`config.mk`:
```
export PLATFORM = sky130hd
export DESIGN_NAME = scoutfifo
export DESIGN_NICKNAME = d
export VERILOG_FILES = /design/src/rtl/scoutfifo_pkg.sv /design/src/rtl/scoutfifo_scfifo.sv /design/src/rtl/scoutfifo.sv
export SDC_FILE = /design/constraint.sdc
export NUM_CORES = 1
export LEC_CHECK = 0
export CORE_AREA = 2 2 185 187
export DETAILED_ROUTE_END_ITERATION = 8
export DIE_AREA = 0 0 187 189
export PLACE_DENSITY = 0.56
export SYNTH_ARGS = -nofsm -noshare
export SYNTH_HDL_FRONTEND = slang
export SYNTH_SLANG_ARGS = --single-unit
```
`constraint.sdc`:
```
create_clock -name clk -period 12.8 [get_ports clk]
set_clock_uncertainty 0.2 [all_clocks]
set_input_delay 2.56 -clock clk [delete_from_list [all_inputs] [get_ports clk]]
set_output_delay 2.56 -clock clk [all_outputs]
set_load 0.02 [all_outputs]
```
`src/rtl/scoutfifo_pkg.sv`:
```
// Shared register-map constants and the STATUS word packer for the
// scoutfifo output-stream peripheral.
package scoutfifo_pkg;

  // Word offsets inside the 16-byte register window (addr[3:2])
  localparam logic [1:0] OFF_DATA   = 2'd0;
  localparam logic [1:0] OFF_STATUS = 2'd1;
  localparam logic [1:0] OFF_CTRL   = 2'd2;

  // STATUS word layout
  localparam int ST_COUNT_LSB = 0;
  localparam int ST_EMPTY     = 9;
  localparam int ST_FULL      = 10;
  localparam int ST_OVF_LSB   = 16;

  // CTRL word layout
  localparam int CTRL_EN    = 0;
  localparam int CTRL_FLUSH = 1;

  // Overflow counter saturates here rather than wrapping
  localparam logic [7:0] OVF_MAX = 8'hFF;

  // Assemble the STATUS read word; unused bits stay zero
  function automatic logic [31:0] packStatus(input logic [8:0] count,
                                             input logic       empty,
                                             input logic       full,
                                             input logic [7:0] ovfCnt);
    logic [31:0] word;
    word = '0;
    word[ST_COUNT_LSB +: 9] = count;
    word[ST_EMPTY]          = empty;
    word[ST_FULL]           = full;
    word[ST_OVF_LSB +: 8]   = ovfCnt;
    return word;
  endfunction

endpackage

```
`src/rtl/scoutfifo_scfifo.sv`:
```
// Synchronous FIFO with a separate occupancy counter. A push into a full
// FIFO is still accepted when a pop happens in the same cycle, because the
// head slot is freed at that very edge.
module scfifo #(
  parameter int DEPTH = 8,
  parameter int WIDTH = 32
) (
  input  logic                     clk,
  input  logic                     clr,
  input  logic                     push,
  input  logic                     pop,
  input  logic                     flush,
  input  logic [WIDTH-1:0]         wdata,
  output logic [WIDTH-1:0]         head,
  output logic [$clog2(DEPTH):0]   count,
  output logic                     empty,
  output logic                     full,
  output logic                     accept
);

  localparam int AW = $clog2(DEPTH);
  localparam int CW = AW + 1;

  logic [WIDTH-1:0] r_mem [DEPTH];
  logic [AW-1:0]    r_rdPtr;
  logic [AW-1:0]    r_wrPtr;
  logic [CW-1:0]    r_count;

  assign count  = r_count;
  assign empty  = (r_count == '0);
  assign full   = (r_count == CW'(DEPTH));
  assign accept = push & ~flush & (~full | pop);
  assign head   = r_mem[r_rdPtr];

  // Storage writes; cleared on reset so the head reads zero afterwards
  always_ff @(posedge clk) begin
    if (clr) begin
      for (int i = 0; i < DEPTH; i++) begin
        r_mem[i] <= '0;
      end
    end else if (accept) begin
      r_mem[r_wrPtr] <= wdata;
    end
  end

  // Pointer and occupancy bookkeeping; flush empties by snapping rd to wr
  always_ff @(posedge clk) begin
    if (clr) begin
      r_rdPtr <= '0;
      r_wrPtr <= '0;
      r_count <= '0;
    end else if (flush) begin
      r_rdPtr <= r_wrPtr;
      r_count <= '0;
    end else begin
      if (accept) begin
        r_wrPtr <= r_wrPtr + AW'(1);
      end
      if (pop) begin
        r_rdPtr <= r_rdPtr + AW'(1);
      end
      case ({accept, pop})
        2'b10:   r_count <= r_count + CW'(1);
        2'b01:   r_count <= r_count - CW'(1);
        default: r_count <= r_count;
      endcase
    end
  end

endmodule

```
`src/rtl/scoutfifo.sv`:
```
// Memory-mapped output-stream peripheral: CPU stores to DATA are queued in
// a FIFO and drained to an external consumer over valid/ready. STATUS and
// CTRL are read back on a combinational port.
module scoutfifo
  import scoutfifo_pkg::*;
#(
  parameter int          DEPTH     = 8,
  parameter logic [31:0] BASE_ADDR = 32'hFFFF_0000
) (
  input  logic        clk,
  input  logic        clr,
  input  logic [31:0] addr,
  input  logic [31:0] wdata,
  input  logic        we,
  output logic        sel,
  output logic [31:0] rdata,
  output logic [31:0] out_data,
  output logic        out_valid,
  input  logic        out_ready
);

  localparam int CW = $clog2(DEPTH) + 1;

  logic          w_sel;
  logic [1:0]    w_off;
  logic          w_pushReq;
  logic          w_ctrlWr;
  logic          w_flush;
  logic          w_pop;
  logic          w_accept;
  logic          w_empty;
  logic          w_full;
  logic [CW-1:0] w_count;
  logic [8:0]    w_count9;
  logic [31:0]   w_head;
  logic          w_unused;
  logic          r_en;
  logic [7:0]    r_ovfCnt;

  assign w_sel     = (addr[31:4] == BASE_ADDR[31:4]);
  assign w_off     = addr[3:2];
  assign w_pushReq = we & w_sel & (w_off == OFF_DATA);
  assign w_ctrlWr  = we & w_sel & (w_off == OFF_CTRL);
  assign w_flush   = w_ctrlWr & wdata[CTRL_FLUSH];
  assign w_count9  = 9'(w_count);
  assign w_unused  = ^addr[1:0];

  assign sel       = w_sel;
  assign out_valid = r_en & ~w_empty;
  assign w_pop     = out_valid & out_ready;
  assign out_data  = w_head;

  scfifo #(
    .DEPTH (DEPTH),
    .WIDTH (32)
  ) u_fifo (
    .clk    (clk),
    .clr    (clr),
    .push   (w_pushReq),
    .pop    (w_pop),
    .flush  (w_flush),
    .wdata  (wdata),
    .head   (w_head),
    .count  (w_count),
    .empty  (w_empty),
    .full   (w_full),
    .accept (w_accept)
  );

  // Drain enable, written through CTRL bit0 (also on a flushing write)
  always_ff @(posedge clk) begin
    if (clr) begin
      r_en <= 1'b0;
    end else if (w_ctrlWr) begin
      r_en <= wdata[CTRL_EN];
    end
  end

  // Saturating count of DATA stores dropped because the FIFO was full
  always_ff @(posedge clk) begin
    if (clr || w_flush) begin
      r_ovfCnt <= '0;
    end else if (w_pushReq && !w_accept && (r_ovfCnt != OVF_MAX)) begin
      r_ovfCnt <= r_ovfCnt + 8'd1;
    end
  end

  // Read mux; anything outside the window reads zero so it can be OR-ed
  // with data memory at SoC level
  always_comb begin
    rdata = '0;
    if (w_sel) begin
      case (w_off)
        OFF_DATA:   rdata = w_empty ? 32'd0 : w_head;
        OFF_STATUS: rdata = packStatus(w_count9, w_empty, w_full, r_ovfCnt);
        OFF_CTRL:   rdata = {31'd0, r_en};
        default:    rdata = '0;
      endcase
    end
  end

endmodule

```
# Word-level counts from Yosys, hierarchy flattened
# Memories as Yosys holds them, arrays and structs flattened. A register that Yosys moved wholly into a read port is not among the register bits.
# Cells that the tools add are included.
# W data, S select, Z words.
[totals]
ff_bits = 19
mem_bits_rw = 256
inputBits = 68
output_inout_bits = 66
elab_cells = 57
mem_count = 1
[classes]
n_addsub = 5
eq_ne = 7
mux = 16
bitwise = 12
n_reduce_logical = 11
[mem_list]
columns = ["memory", "words", "width", "read_ports", "rd_ports_with_merged_regs", "wr", "line", "source"]
rows = [
  ["u_fifo.r_mem", 8, 32, 1, 1, 8, "scoutfifo_scfifo.sv:24", "logic [WIDTH-1:0] r_mem [DEPTH];"],
]
[op_table]
columns = ["cell", "count"]
rows = [
  ["$mux W32", 3],
  ["$pmux W32 S3", 1],
  ["$reduce_or A32 Y1", 1],
  ["$eq A28 B28 Y1 const B", 1],
  ["$mux W3", 5],
  ["$add A8 B1 Y8 const B", 1],
  ["$and A1 B1 Y1", 8],
  ["$ne A8 B8 Y1 const B", 1],
  ["$pmux W4 S2", 1],
  ["$add A3 B1 Y3 const B", 2],
  ["$mux W1", 6],
  ["$add A4 B1 Y4 const B", 1],
  ["$eq A2 B1 Y1 const B", 2],
  ["$eq A2 B2 Y1 const B", 2],
  ["$eq A4 B4 Y1 const B", 1],
  ["$logic_not A4 Y1", 1],
  ["$reduce_bool A2 Y1", 2],
  ["$sub A4 B1 Y4 const B", 1],
  ["$not A1 Y1", 3],
  ["$logic_and A1 B1 Y1", 2],
  ["$logic_not A2 Y1", 1],
  ["$reduce_and A2 Y1", 1],
  ["$reduce_or A2 Y1", 1],
  ["$logic_not A1 Y1", 1],
  ["other kinds (2)", 2],
]

# Logic depth before layout (Yosys ltp)
[logic_depth]
ltp_word = 12
depth_mapped = 12
depth_no_buf = 11

# Modules after synthesis
# Synthesis repeated with hierarchy kept, for this count alone.
[unflattened]
hier_cells = 949
hier_area_um2 = 12783.5
[modules_own_cells]
columns = ["module", "instances", "cells_each", "area_each_um2", "seq_area_each_um2"]
rows = [
  ["scfifo", 1, 812, 11827.6, 7947.6],
  ["scoutfifo", 1, 137, 955.9, 180.2],
]

# Worst setup path after synthesis
# OpenSTA, ideal clock, no wires.
[synth_timing]
kind = "input port to flip-flop"
from = "input addr[13]"
to = "memory u_fifo.r_mem[0][0], enable pin"
t_arrival_ns = 7.137
slack_ns = 4.952
cell_stages = 5
path_cell_list = "or4b_4 nor4_4 buf_6 nand4_4 o41ai_1"
[synth_lines]
columns = ["item", "line", "source"]
rows = [
  ["start, declared", "scoutfifo.sv:12", "input logic [31:0] addr,"],
  ["end, declared", "scoutfifo_scfifo.sv:24", ""],
]

# Final worst setup path
[layout_timing]
from = "input addr[12]"
to = "output rdata[0]"
[layout_via]
elab_chain_cells = 2
[layout_lines]
columns = ["item", "line", "source"]
rows = [
  ["$eq A28 B28 Y1", "scoutfifo.sv:40", "assign w_sel = (addr[31:4] == BASE_ADDR[31:4]);"],
  ["$mux W32", "scoutfifo.sv:92", "if (w_sel) begin"],
  ["end, declared", "scoutfifo.sv:16", "output logic [31:0] rdata,"],
]
# No other way between the ends.

==> flow_metrics.tcl <==
set metrics [dict create \
    worst-path-buf-inv 3 \
    cts_resized 0 \
    grt_max_degree 65 \
    antenna_found_initial 1 \
    vias 7641 \
    portBuffers 131 \
    setup_violations 0 \
    drc_errors 0 \
    hold-path-endpoint "r_ovfCnt[5]" \
    drv_slew 0 \
    clock_path_buffers 3 \
    clkPwrFrac_pct 46.4 \
    crit_fanout 20 \
    relSlewSlack_pct 26.0 \
    synthesis.nets 957 \
    grt_pass1_wl_mm 49.9 \
    yosys_most_used_dff "edfxtp_1" \
    cts_max_level 1 \
    viasPerCell 5.16 \
    min_period_ns 9.28 \
    power.internal_w 0.00166 \
    hold_class "flip-flop to flip-flop" \
    ys_types 50 \
    critPathMaxStageDelay_ns 0.81 \
    hold_buffers 0 \
    ant_nets 0 \
    min_path_cells 2 \
    routabilityCongestion 0.769 \
    cts.sinks 278 \
    boundaryPins 134 \
    grt_pass1_vias 7822 \
    rows 67 \
    startpoint_type "input pin" \
    vdd_drop_max_mv 0.103 \
    switching_share_pct 19.9 \
    synth_edf_count 256 \
    crit_arrival_ns 6.52 \
    end_kind "primary output" \
    final_util_pct 48.3 \
    switching_power_w 0.000410 \
    fmax_ghz 0.108 \
    yosys_warnings 0 \
    crit-reg2reg-launch "u_fifo.r_wrPtr[0]" \
    first_pass_iters 5 \
    hold_viol 0 \
    r2r_end "u_fifo.r_mem[5][12]" \
    status "complete, no violations" \
    cts_tree "yes" \
    hold_start "r_ovfCnt[5]" \
    initial_core_util_pct 39.5 \
    syn_area_sq_um 13100 \
    clkLatencyLatePin_ns 0.55 \
    critical-path-slowest-cell "inv_1" \
    setup.worst_path.class "input pin to primary output" \
    fin_crit_sh_pct 72.5 \
    final_nets 1083 \
    setup_tns_ns 0 \
    syn_inst 883 \
    die_w_um 187 \
    combPwrFrac_pct 3.9 \
    crit_chain "clkdlybuf4s50_1 -> or4b_4 -> nor4_4 -> nand2_1 -> inv_1 -> nand2_1 -> a31oi_1 -> clkdlybuf4s50_1" \
    die_area_sq_um 35300 \
    synth_area_per_cell_sq_um 14.9 \
    layout_common_cells "and2_1, edfxtp_1, clkdlybuf4s50_1" \
    postCtsSetupBuffers 0 \
    power_leakage_nw 5.68 \
    synth-seq-cells 278 \
    rrSetupSlack_ns 9.35 \
    async_reset_ff_share_pct 0 \
    cts_buffers 30 \
    power_density_nw_per_um2 129 \
    worstPathRequired_ns 10.04 \
    fp.coreArea_sq_um 33300 \
    crit_family "buffers and inverters" \
    rr_worst_depth 4 \
    wl_per_cell_um 22.2 \
    place_hpwl_mm 17.9 \
    grt_usage_pct 18.8 \
    overflow 0 \
    drive_gt1_share_pct 18.8 \
    p_seq_share_pct 49.7 \
    die_y_um 189 \
    drt_iter0_drc 390 \
    worst_pin_slew_ns 1.11 \
    routed_wl_mm 33.0 \
    ys_seq_area_share_pct 61.9 \
    cts-root-buf "clkbuf_16" \
    rsz0062_at_grt "false" \
    syn2layout_area_growth_pct 22.3 \
    final_common_cell "and2_1" \
    cp_num_cells 8 \
    clk_pin_slew_ns 0.06 \
    maxCapViolCount 0 \
]
state kept, by name, indices dropped and copies added (netlist names), named ones only:
name	cells
r_en	1
r_ovfCnt	8
u_fifo.count	4
u_fifo.r_mem	256
u_fifo.r_rdPtr	3
u_fifo.r_wrPtr	3
cell type report:
| type | instances | area (sq um) |
|---|---|---|
| Antenna cell | 1 | 2.50 |
| Inverter | 8 | 30.0 |
| Timing Repair Buffer | 151 | 1460 |
| Tap cell | 448 | 561 |
| Clock inverter | 23 | 327 |
| Sequential cell | 278 | 8130 |
| Clock buffer | 33 | 783 |
| Multi-Input combinational cell | 540 | 4770 |
| Fill cell | 2852 | 17200 |
cells by family (layout without fill, tap and decap cells):
| logic type | Yosys count | in the layout | share of synthesized area [%] |
|---|---|---|---|
| XOR/XNOR | 5 | 5 | 0.333 |
| AO/OA/AOI/OAI | 41 | 41 | 2.12 |
| other | 0 | 1 | 0 |
| adder cells (fa/ha/maj) | 6 | 6 | 0.629 |
| buffers and inverters | 65 | 215 | 2.26 |
| AND/OR/NAND/NOR | 384 | 384 | 18.4 |
| multiplexers | 104 | 104 | 14.3 |
| flip-flops | 278 | 278 | 61.9 |
worst max path at each step:
stage / slack, ns / from / endpoint
2_1_floorplan: 4.95 / addr[13] / u_fifo.r_mem[0][0]
3_3_place_gp: 3.43 / addr[12] / rdata[0]
6_report: 3.52 / addr[12] / rdata[0]
3_5_place_dp: 3.42 / addr[12] / rdata[0]
5_1_grt: 3.12 / addr[5] / rdata[0]
4_1_cts: 3.41 / addr[5] / rdata[0]
routing by layer:
layer	part of all wire, %	track usage (%)
met2	47	31.1
met5	0	0
met1	47	26.6
met3	4.7	2.84
met4	1.2	3.27
power groups by stage:
| stage | registers [W] | clock network [W] | logic [W] |
|---|---|---|---|
| final | 0.00103 | 0.000958 | 0.0000809 |
| after global placement | 0.00104 | 0 | 0.0000826 |
| after global routing | 0.00103 | 0.00102 | 0.0000874 |
| after detailed placement | 0.00105 | 0 | 0.0000829 |
| after floorplan | 0.00104 | 0 | 0.0000304 |
| after CTS | 0.00103 | 0.000976 | 0.0000832 |
Yosys cell counts, types with 5 or more instances:
| library cell | count | share of area, % |
|---|---|---|
| a211oi_1 | 5 | 0.29 |
| a21oi_1 | 10 | 0.38 |
| a22oi_1 | 11 | 0.63 |
| and2_1 | 259 | 12 |
| and3_1 | 20 | 0.95 |
| buf_2 | 15 | 0.57 |
| clkbuf_1 | 34 | 0.97 |
| dfxtp_1 | 22 | 3.4 |
| edfxtp_1 | 256 | 59 |
| ha_1 | 5 | 0.48 |
| inv_1 | 8 | 0.23 |
| mux2_2 | 33 | 2.8 |
| mux2i_1 | 7 | 0.53 |
| mux4_2 | 64 | 11 |
| nand2_1 | 23 | 0.66 |
| nand3_1 | 9 | 0.34 |
| nand4_1 | 6 | 0.29 |
| nor2_1 | 21 | 0.60 |
| o31ai_1 | 6 | 0.34 |
| or2_2 | 5 | 0.24 |
| or4_1 | 7 | 0.40 |
metrics by stage:
stage | std cells | cell area, sq um | setup WS [ns] | total power, W | hold slack [ns]
finish | 1482 | 16100 | 3.52 | 0.00207 | 0.291
global route | 1481 | 16100 | 3.12 | 0.00213 | 0.324
CTS | 1481 | 16100 | 3.41 | 0.00209 | 0.291
detailed placement | 1425 | 15000 | 3.42 | 0.00113 | 0.282
global placement | 1425 | 15000 | 3.43 | 0.00113 | 0.262
floorplan | 883 | 13100 | 4.95 | 0.00107 | 0.247
worst min-delay path, stage by stage (launching register included):
cell and delay, ns:
dfxtp_1 0.33, nand2_1 0.06, mux2i_1 0.06
No activity file was read; power rests on OpenSTA's default activity.
